File: config.mk
export PLATFORM = sky130hd
export DESIGN_NAME = cpu_stage_sequencer
export DESIGN_NICKNAME = d
export VERILOG_FILES = /design/src/rtl/cpu_stage_sequencer.sv
export SDC_FILE = /design/constraint.sdc
export NUM_CORES = 1
export LEC_CHECK = 0
export ABC_AREA = 1
export BUFFER_PORTS_ARGS = -buffer_cell sky130_fd_sc_hd__clkbuf_2
export CORE_ASPECT_RATIO = 1.25
export CORE_UTILIZATION = 53
export DETAILED_ROUTE_END_ITERATION = 10
export GPL_TIMING_DRIVEN = 0
export PLACE_DENSITY = 0.82
export SLEW_MARGIN = 0
export SYNTH_ARGS = -nofsm -noshare
export SYNTH_HDL_FRONTEND = slang
export SYNTH_SLANG_ARGS = --single-unit
File: constraint.sdc
create_clock -name clk -period 2 [get_ports clk]
set_clock_uncertainty 0.05 [all_clocks]
set_input_delay 0.4 -clock clk [delete_from_list [all_inputs] [get_ports clk]]
set_output_delay 0.4 -clock clk [all_outputs]
set_load 0.03 [all_outputs]
File: src/rtl/cpu_stage_sequencer.sv
// -----------------------------------------------------------------------------
// cpu_stage_sequencer
//
// Purpose:
//   Multi-cycle control unit for the 5-stage CPU core. It walks each
//   instruction through FETCH, DECODE (operand read), EXEC, MEM and WB, one
//   cycle per stage. In each stage it raises exactly one registered,
//   one-hot enable for the datapath. It also owns the program counter,
//   resolves JMP/JLZ, and provides run/step/halt control.
//
// Ports:
//   clk         in   clock, all logic on posedge
//   reset       in   synchronous, active-high; overrides every other input
//   run         in   level: 1 = free-run, 0 = stop after current instruction
//   step        in   1-cycle pulse: from IDLE, execute exactly one instruction
//   cop         in   opcode from instruction register (valid from DECODE on)
//   jmp_target  in   branch target field from instruction register
//   lz          in   less-than-zero flag from datapath (sampled in WB)
//   pc          out  program counter / command-memory address
//   stage       out  0..4 = current stage, 7 = IDLE or HALTED
//   fetch_en    out  load instruction register      (stage 0)
//   read_en     out  latch operands into alu1/alu2  (stage 1)
//   exec_en     out  update result register and lz  (stage 2)
//   mem_en      out  memory-indirect register write (stage 3)
//   wb_en       out  register/memory writeback      (stage 4)
//   busy        out  1 while an instruction is in flight
//   halted      out  1 after a HALT opcode retires
//   retired     out  saturating retired-instruction count
// -----------------------------------------------------------------------------
module cpu_stage_sequencer #(
  parameter int CMD_ADDR_WIDTH = 6,
  parameter int COP_WIDTH      = 4,
  parameter int CNT_WIDTH      = 16
) (
  input  logic                      clk,
  input  logic                      reset,
  input  logic                      run,
  input  logic                      step,
  input  logic [COP_WIDTH-1:0]      cop,
  input  logic [CMD_ADDR_WIDTH-1:0] jmp_target,
  input  logic                      lz,
  output logic [CMD_ADDR_WIDTH-1:0] pc,
  output logic [2:0]                stage,
  output logic                      fetch_en,
  output logic                      read_en,
  output logic                      exec_en,
  output logic                      mem_en,
  output logic                      wb_en,
  output logic                      busy,
  output logic                      halted,
  output logic [CNT_WIDTH-1:0]      retired
);

  typedef enum logic [2:0] {
    S_IDLE,
    S_FETCH,
    S_DECODE,
    S_EXEC,
    S_MEM,
    S_WB,
    S_HALTED
  } state_t;

  localparam logic [COP_WIDTH-1:0] OP_JLZ  = COP_WIDTH'(5);
  localparam logic [COP_WIDTH-1:0] OP_JMP  = COP_WIDTH'(8);
  localparam logic [COP_WIDTH-1:0] OP_HALT = COP_WIDTH'(15);

  state_t                      state_q, state_d;
  logic [CMD_ADDR_WIDTH-1:0]   pc_q, pc_d;
  logic [COP_WIDTH-1:0]        cop_q, cop_d;
  logic                        step_mode_q, step_mode_d;
  logic [2:0]                  stage_q, stage_d;
  logic                        fetch_en_q, fetch_en_d;
  logic                        read_en_q, read_en_d;
  logic                        exec_en_q, exec_en_d;
  logic                        mem_en_q, mem_en_d;
  logic                        wb_en_q, wb_en_d;
  logic                        busy_q, busy_d;
  logic                        halted_q, halted_d;
  logic [CNT_WIDTH-1:0]        retired_q, retired_d;

  // Next-state logic. The opcode is captured in DECODE so that the WB
  // decision (branch, halt) does not depend on cop staying put afterwards.
  // step_mode remembers that the current instruction was launched by a
  // step pulse, so it returns to IDLE even if run rises mid-instruction.
  always_comb begin
    state_d     = state_q;
    pc_d        = pc_q;
    cop_d       = cop_q;
    step_mode_d = step_mode_q;
    retired_d   = retired_q;

    case (state_q)
      S_IDLE: begin
        if (run) begin
          state_d     = S_FETCH;
          step_mode_d = 1'b0;
        end else if (step) begin
          state_d     = S_FETCH;
          step_mode_d = 1'b1;
        end
      end
      S_FETCH:  state_d = S_DECODE;
      S_DECODE: begin
        state_d = S_EXEC;
        cop_d   = cop;
      end
      S_EXEC:   state_d = S_MEM;
      S_MEM:    state_d = S_WB;
      S_WB: begin
        if (retired_q != {CNT_WIDTH{1'b1}}) begin
          retired_d = retired_q + CNT_WIDTH'(1);
        end
        if (cop_q == OP_HALT) begin
          state_d = S_HALTED;
        end else begin
          if (cop_q == OP_JMP || (cop_q == OP_JLZ && lz)) begin
            pc_d = jmp_target;
          end else begin
            pc_d = pc_q + CMD_ADDR_WIDTH'(1);
          end
          state_d = (run && !step_mode_q) ? S_FETCH : S_IDLE;
        end
      end
      S_HALTED: state_d = S_HALTED;
      default:  state_d = S_IDLE;
    endcase
  end

  // Output decode from the next state, so every status output is a flop
  // that lines up cycle-for-cycle with the state register.
  always_comb begin
    fetch_en_d = (state_d == S_FETCH);
    read_en_d  = (state_d == S_DECODE);
    exec_en_d  = (state_d == S_EXEC);
    mem_en_d   = (state_d == S_MEM);
    wb_en_d    = (state_d == S_WB);
    busy_d     = fetch_en_d | read_en_d | exec_en_d | mem_en_d | wb_en_d;
    halted_d   = (state_d == S_HALTED);
    case (state_d)
      S_FETCH:  stage_d = 3'd0;
      S_DECODE: stage_d = 3'd1;
      S_EXEC:   stage_d = 3'd2;
      S_MEM:    stage_d = 3'd3;
      S_WB:     stage_d = 3'd4;
      default:  stage_d = 3'd7;
    endcase
  end

  // State and output registers with synchronous reset.
  always_ff @(posedge clk) begin
    if (reset) begin
      state_q     <= S_IDLE;
      pc_q        <= '0;
      cop_q       <= '0;
      step_mode_q <= 1'b0;
      stage_q     <= 3'd7;
      fetch_en_q  <= 1'b0;
      read_en_q   <= 1'b0;
      exec_en_q   <= 1'b0;
      mem_en_q    <= 1'b0;
      wb_en_q     <= 1'b0;
      busy_q      <= 1'b0;
      halted_q    <= 1'b0;
      retired_q   <= '0;
    end else begin
      state_q     <= state_d;
      pc_q        <= pc_d;
      cop_q       <= cop_d;
      step_mode_q <= step_mode_d;
      stage_q     <= stage_d;
      fetch_en_q  <= fetch_en_d;
      read_en_q   <= read_en_d;
      exec_en_q   <= exec_en_d;
      mem_en_q    <= mem_en_d;
      wb_en_q     <= wb_en_d;
      busy_q      <= busy_d;
      halted_q    <= halted_d;
      retired_q   <= retired_d;
    end
  end

  assign pc       = pc_q;
  assign stage    = stage_q;
  assign fetch_en = fetch_en_q;
  assign read_en  = read_en_q;
  assign exec_en  = exec_en_q;
  assign mem_en   = mem_en_q;
  assign wb_en    = wb_en_q;
  assign busy     = busy_q;
  assign halted   = halted_q;
  assign retired  = retired_q;

endmodule
Word level (Yosys, flattened, before mapping):

Index checks and enable logic that the tools add are counted.

* bits in registers: 40
* bits of input ports: 15
* output and inout port bits: 32
* logic and storage cells: 54

* add/subtract/negate cells: 2
* eq/ne operators: 16
* multiplexer cells: 9
* bitwise operators: 5
* reductions and logical operators: 9

Operator list (number)
* 3-bit one-hot mux with 7 select lines: 1
* 3-bit equality test, second input constant: 6
* 16-bit by 1-bit adder with 16-bit output, second input constant: 1
* 16-bit inequality test, second input constant: 1
* 3-bit one-hot mux with 5 select lines: 1
* 3-bit by 2-bit equality test with 1-bit output, second input constant: 4
* 3-bit 2-to-1 mux: 3
* 4-bit equality test, second input constant: 2
* 6-bit by 1-bit adder with 6-bit output, second input constant: 1
* 3-bit by 1-bit equality test with 1-bit output, second input constant: 2
* 6-bit 2-to-1 mux: 1
* 2-bit AND reduction: 3
* 4-bit by 3-bit equality test with 1-bit output, second input constant: 1
* 1-bit OR: 4
* 3-bit logical NOT: 1
* 1-bit 2-to-1 mux: 3
* 1-bit logical AND: 2
* 2-bit nonzero test: 1
* 1-bit logical NOT: 1
* 1-bit logical OR: 1
* 1-bit NOT: 1

Longest topological paths before layout:

* depth after elaboration: 10
* mapped depth: 10
* depth with buffers taken out: 10

Worst setup path after synthesis:

Ideal clock, no wire load.

* path type: register to register
* start point: reg retired_q[0], in the netlist retired[0]
* end point: reg retired_q[13], in the netlist retired[13]
* library setup time: 0.116 ns
* arrival time: 1.542 ns
* required time: 1.834 ns
* slack: 0.292 ns
* stages on the path, launching flop included: 10
* path buffers: 1
* period minus slack after synthesis: 1.708 ns
* path through: dfxtp_1 ha_1 nand2_1 nor2_1 nand2_2 nor2_2 nor2_2 buf_6 a21oi_1 nor2_1

* cells in the longest elaborated chain, start to end: 2
* elaborated cells on any way between the ends: 3
* those cells by class: add/sub (1); eq/ne (1); reduce/logical (1)

RTL lines
* start: declaration: line 80 `logic [CNT_WIDTH-1:0] retired_q, retired_d;`
* start signal: assignment: line 179 `retired_q <= retired_d;`
* branches (longest 2 deep; another with 16-bit by 1-bit adder with 16-bit output)

Several ways; the timed one is not identified.
A chain may end at the register's enable or synchronous reset.

Worst setup path in the final report:

Ends and elaborated chain as after synthesis.

==> impl_metrics.toml <==
[timing]
hold_viol_final = 0
final_max_slew_viol_count = 0
slew_headroom_pct = 65.7
setup_tns_ps = 0
setup_viol = 0
period_minus_slack_ps = 1620
finalCritPeriodShare_pct = 81.1
rsz0062_at_grt = "no"
worst_pin_slew_ps = 514
max_freq_mhz = 617

[synthesis]
ys_async_sr_fraction_pct = 0
syn_nets = 309
yosysTopAreaCell = "dfxtp_1"
synth_top_family_by_area = "simple AND/OR/NAND/NOR gates"
netlist_top_cells_area = "dfxtp_1 (41%), nand2_1 (16%), nor2_1 (9.7%)"
syn-cell-area_mm2 = 0.00197
synth_cell_type_count = 24
yosysMostFrequentCell = "nand2_1"
synthTopCellsByCount = "nand2_1 (85), nor2_1 (51), dfxtp_1 (40), inv_1 (26), a21oi_1 (22)"
netlist_instances = 292
synthFlopType = "dfxtp_1"
synth-compound-area-share_pct = 8.31
yosys_register_bits = 40
synth-seq-area-share_pct = 40.6
synth_top_area_share_pct = 40.6
synth_warnings = 0
synth.avg_cell_area_um2 = 6.75
synth_xor_area_share_pct = 3.55
synth_adder_area_share_pct = 1.27
muxShareOfSynthArea_pct = 0
synth_edf_count = 0
yosys.area_share.simple_pct = 39.3

[hold_path]
holdPathEnd = "mem_en$_SDFF_PP0_"
hp-start = "reset"
hp-class = "primary input to flop"
worst_hold_path.num_cells = 2

[route]
routed_wl_um = 4260
dr.pass1.iters = 4
post_drt_wl_per_cell_um = 11.1
first_iter_violations = 81
drc = 0
routed-via-count = 1942
via_per_inst = 5.04
antenna_left = 0

[worst_setup_path]
cp.required_ps = 2140
cp-end-kind = "flop"
crit_type = "flop to flop"
cp_max_fo = 10
arrival_ps = 1760
r2r-start = "retired[0]$_SDFFE_PP0P_"
critPathSlowestCell = "dfxtp_1"
slowest_delay_ps = 400
r2r_end = "retired[13]$_SDFFE_PP0P_"
rr_worst_depth = 9
cp-start-kind = "flop"
path_cells = "ha_1 > nand2_1 > nor2_1 > nand2_2 > nor2_2 > nor2_2 > buf_6 > a21oi_1 > nor2_1"
r2r_setup_slack_ps = 380

[grt]
gr-usage-all-layers_pct = 23.1
grt_pass1_vias = 1796
antenna_found_initial = 0
grt_max_degree = 14
overflow = 0
grt_pass1_wl_um = 7200

[clock_tree]
insertion_delay_ps = 290
path_clk_slew_ps = 80
cts.sinks = 40
cts_max_level = 2
clock-root-buffer = "clkbuf_8"
cts_hold_buf = 0
cts_resized = 0
postCtsSetupBuffers = 0
clock_path_buffers = 2
cts_made_buffers = 5
cts_tree = "done"

[power_and_ir_drop]
leakagePower_nw = 1.10
ir_drop_mv = 0.884
p_per_area_mw_per_mm2 = 813

[die]
pin_count = 47
start_util_pct = 56.1
coreArea_mm2 = 0.00351
die_w_um = 56.6
die_h_um = 70.2
die-area_mm2 = 0.00397
rows = 24

[layout]
diodes = 0
fin_area_mm2 = 0.00241
nets = 362
layout-drive-gt1-share_pct = 21.1
area_growth_pct = 22.2

[placed_design]
port_buffers = 46
routabilityCongestion = 0.871
dp_hpwl_um = 3140
placed_area_mm2 = 0.00225

[status]
status = "finished clean"

[flow_run]
maxCapViolCount = 0
-- worst max-delay path, delay by kind of cell, from the launching register on --
kind,cells,cell delay [ps]
adder cells (fa/ha/maj),1,210
buffers and inverters,1,150
AO/OA/AOI/OAI,1,150
AND/OR/NAND/NOR,6,570
flip-flops,1,400
-- worst max-delay path by stage --
stage | cells past startpoint | startpoint | to
after floorplan | 9 | retired[0]$_SDFFE_PP0P_ | retired[13]$_SDFFE_PP0P_
after global placement | 7 | retired[0]$_SDFFE_PP0P_ | retired[0]$_SDFFE_PP0P_
after detailed placement | 7 | retired[0]$_SDFFE_PP0P_ | retired[0]$_SDFFE_PP0P_
after CTS | 8 | retired[0]$_SDFFE_PP0P_ | retired[14]$_SDFFE_PP0P_
after global routing | 9 | retired[0]$_SDFFE_PP0P_ | retired[13]$_SDFFE_PP0P_
final | 9 | retired[0]$_SDFFE_PP0P_ | retired[13]$_SDFFE_PP0P_
-- sequential cells by signal (all words and copies together), names as in the netlist --
signal       flops
read_en          1
exec_en          1
mem_en           1
state_q          3
cop_q            4
step_mode_q      1
retired         16
wb_en            1
halted           1
fetch_en         1
stage            3
busy             1
pc               6
-- metrics by stage --
stage               setup WS (ps)  hold slack, ps  instances  power [mW]  utilization, %
floorplan                     292             400        292        1.02               -
global placement              398             412        377        1.07            64.1
detailed placement            386             429        377        1.07            64.1
CTS                           368             305        385        1.97            68.6
global route                  206             309        385        2.04            68.6
finish                        378             311        385        1.96            68.6
-- report_power, final --
group          internal (mW)  switching (mW)  total (mW)  leakage, nW
combinational         0.0652           0.147       0.212        0.700
sequential             0.830          0.0168       0.847        0.325
clock                  0.624           0.275       0.899       0.0784
-- layout by cell type (no fill, tap or decap) --
| cell | count |
|---|---|
| o21ai_4 | 1 |
| clkbuf_8 | 5 |
| clkbuf_1 | 2 |
| o21ai_0 | 6 |
| nor2_1 | 51 |
| nand3_2 | 2 |
| nand4_1 | 5 |
| dfxtp_1 | 40 |
| bufinv_16 | 3 |
| nand2_2 | 3 |
| nand3_1 | 21 |
| nor2_4 | 2 |
| inv_2 | 3 |
| clkbuf_2 | 46 |
| nand2_1 | 85 |
| nor3b_2 | 1 |
| o21bai_1 | 1 |
| inv_1 | 26 |
| buf_6 | 1 |
| and2_1 | 1 |
| xnor2_1 | 3 |
| ha_1 | 2 |
| xor2_1 | 5 |
| buf_2 | 2 |
| a21oi_1 | 22 |
| nor2_2 | 4 |
| nand3b_1 | 3 |
-- final cells by class --
class / count / area, µm²
fillers: 313 / 1100
multi-input cells: 218 / 1030
flip-flops and latches: 40 / 801
repair buffers: 46 / 230
inverters: 29 / 109
clock inverters: 3 / 90.1
clock buffers: 5 / 68.8
well taps: 39 / 48.8
plain buffers: 5 / 28.8
-- kinds of logic (layout without fill, tap and decap cells) --
family | Yosys count | in the layout
adders and majority gates | 2 | 2
buffers and inverters | 34 | 88
DFF | 40 | 40
AOI/OAI and AO/OA | 30 | 30
xor gates and xnor gates | 8 | 8
and+or+nand+nor | 178 | 178
-- metal layers --
| layer | track usage [%] | share of wire (%) |
|---|---|---|
| met3 | 4.81 | 3.5 |
| met5 | 0 | 0 |
| met1 | 24.3 | 41 |
| met2 | 43.5 | 53 |
| met4 | 8.94 | 1.5 |
Power figures use the tool's default switching activity.
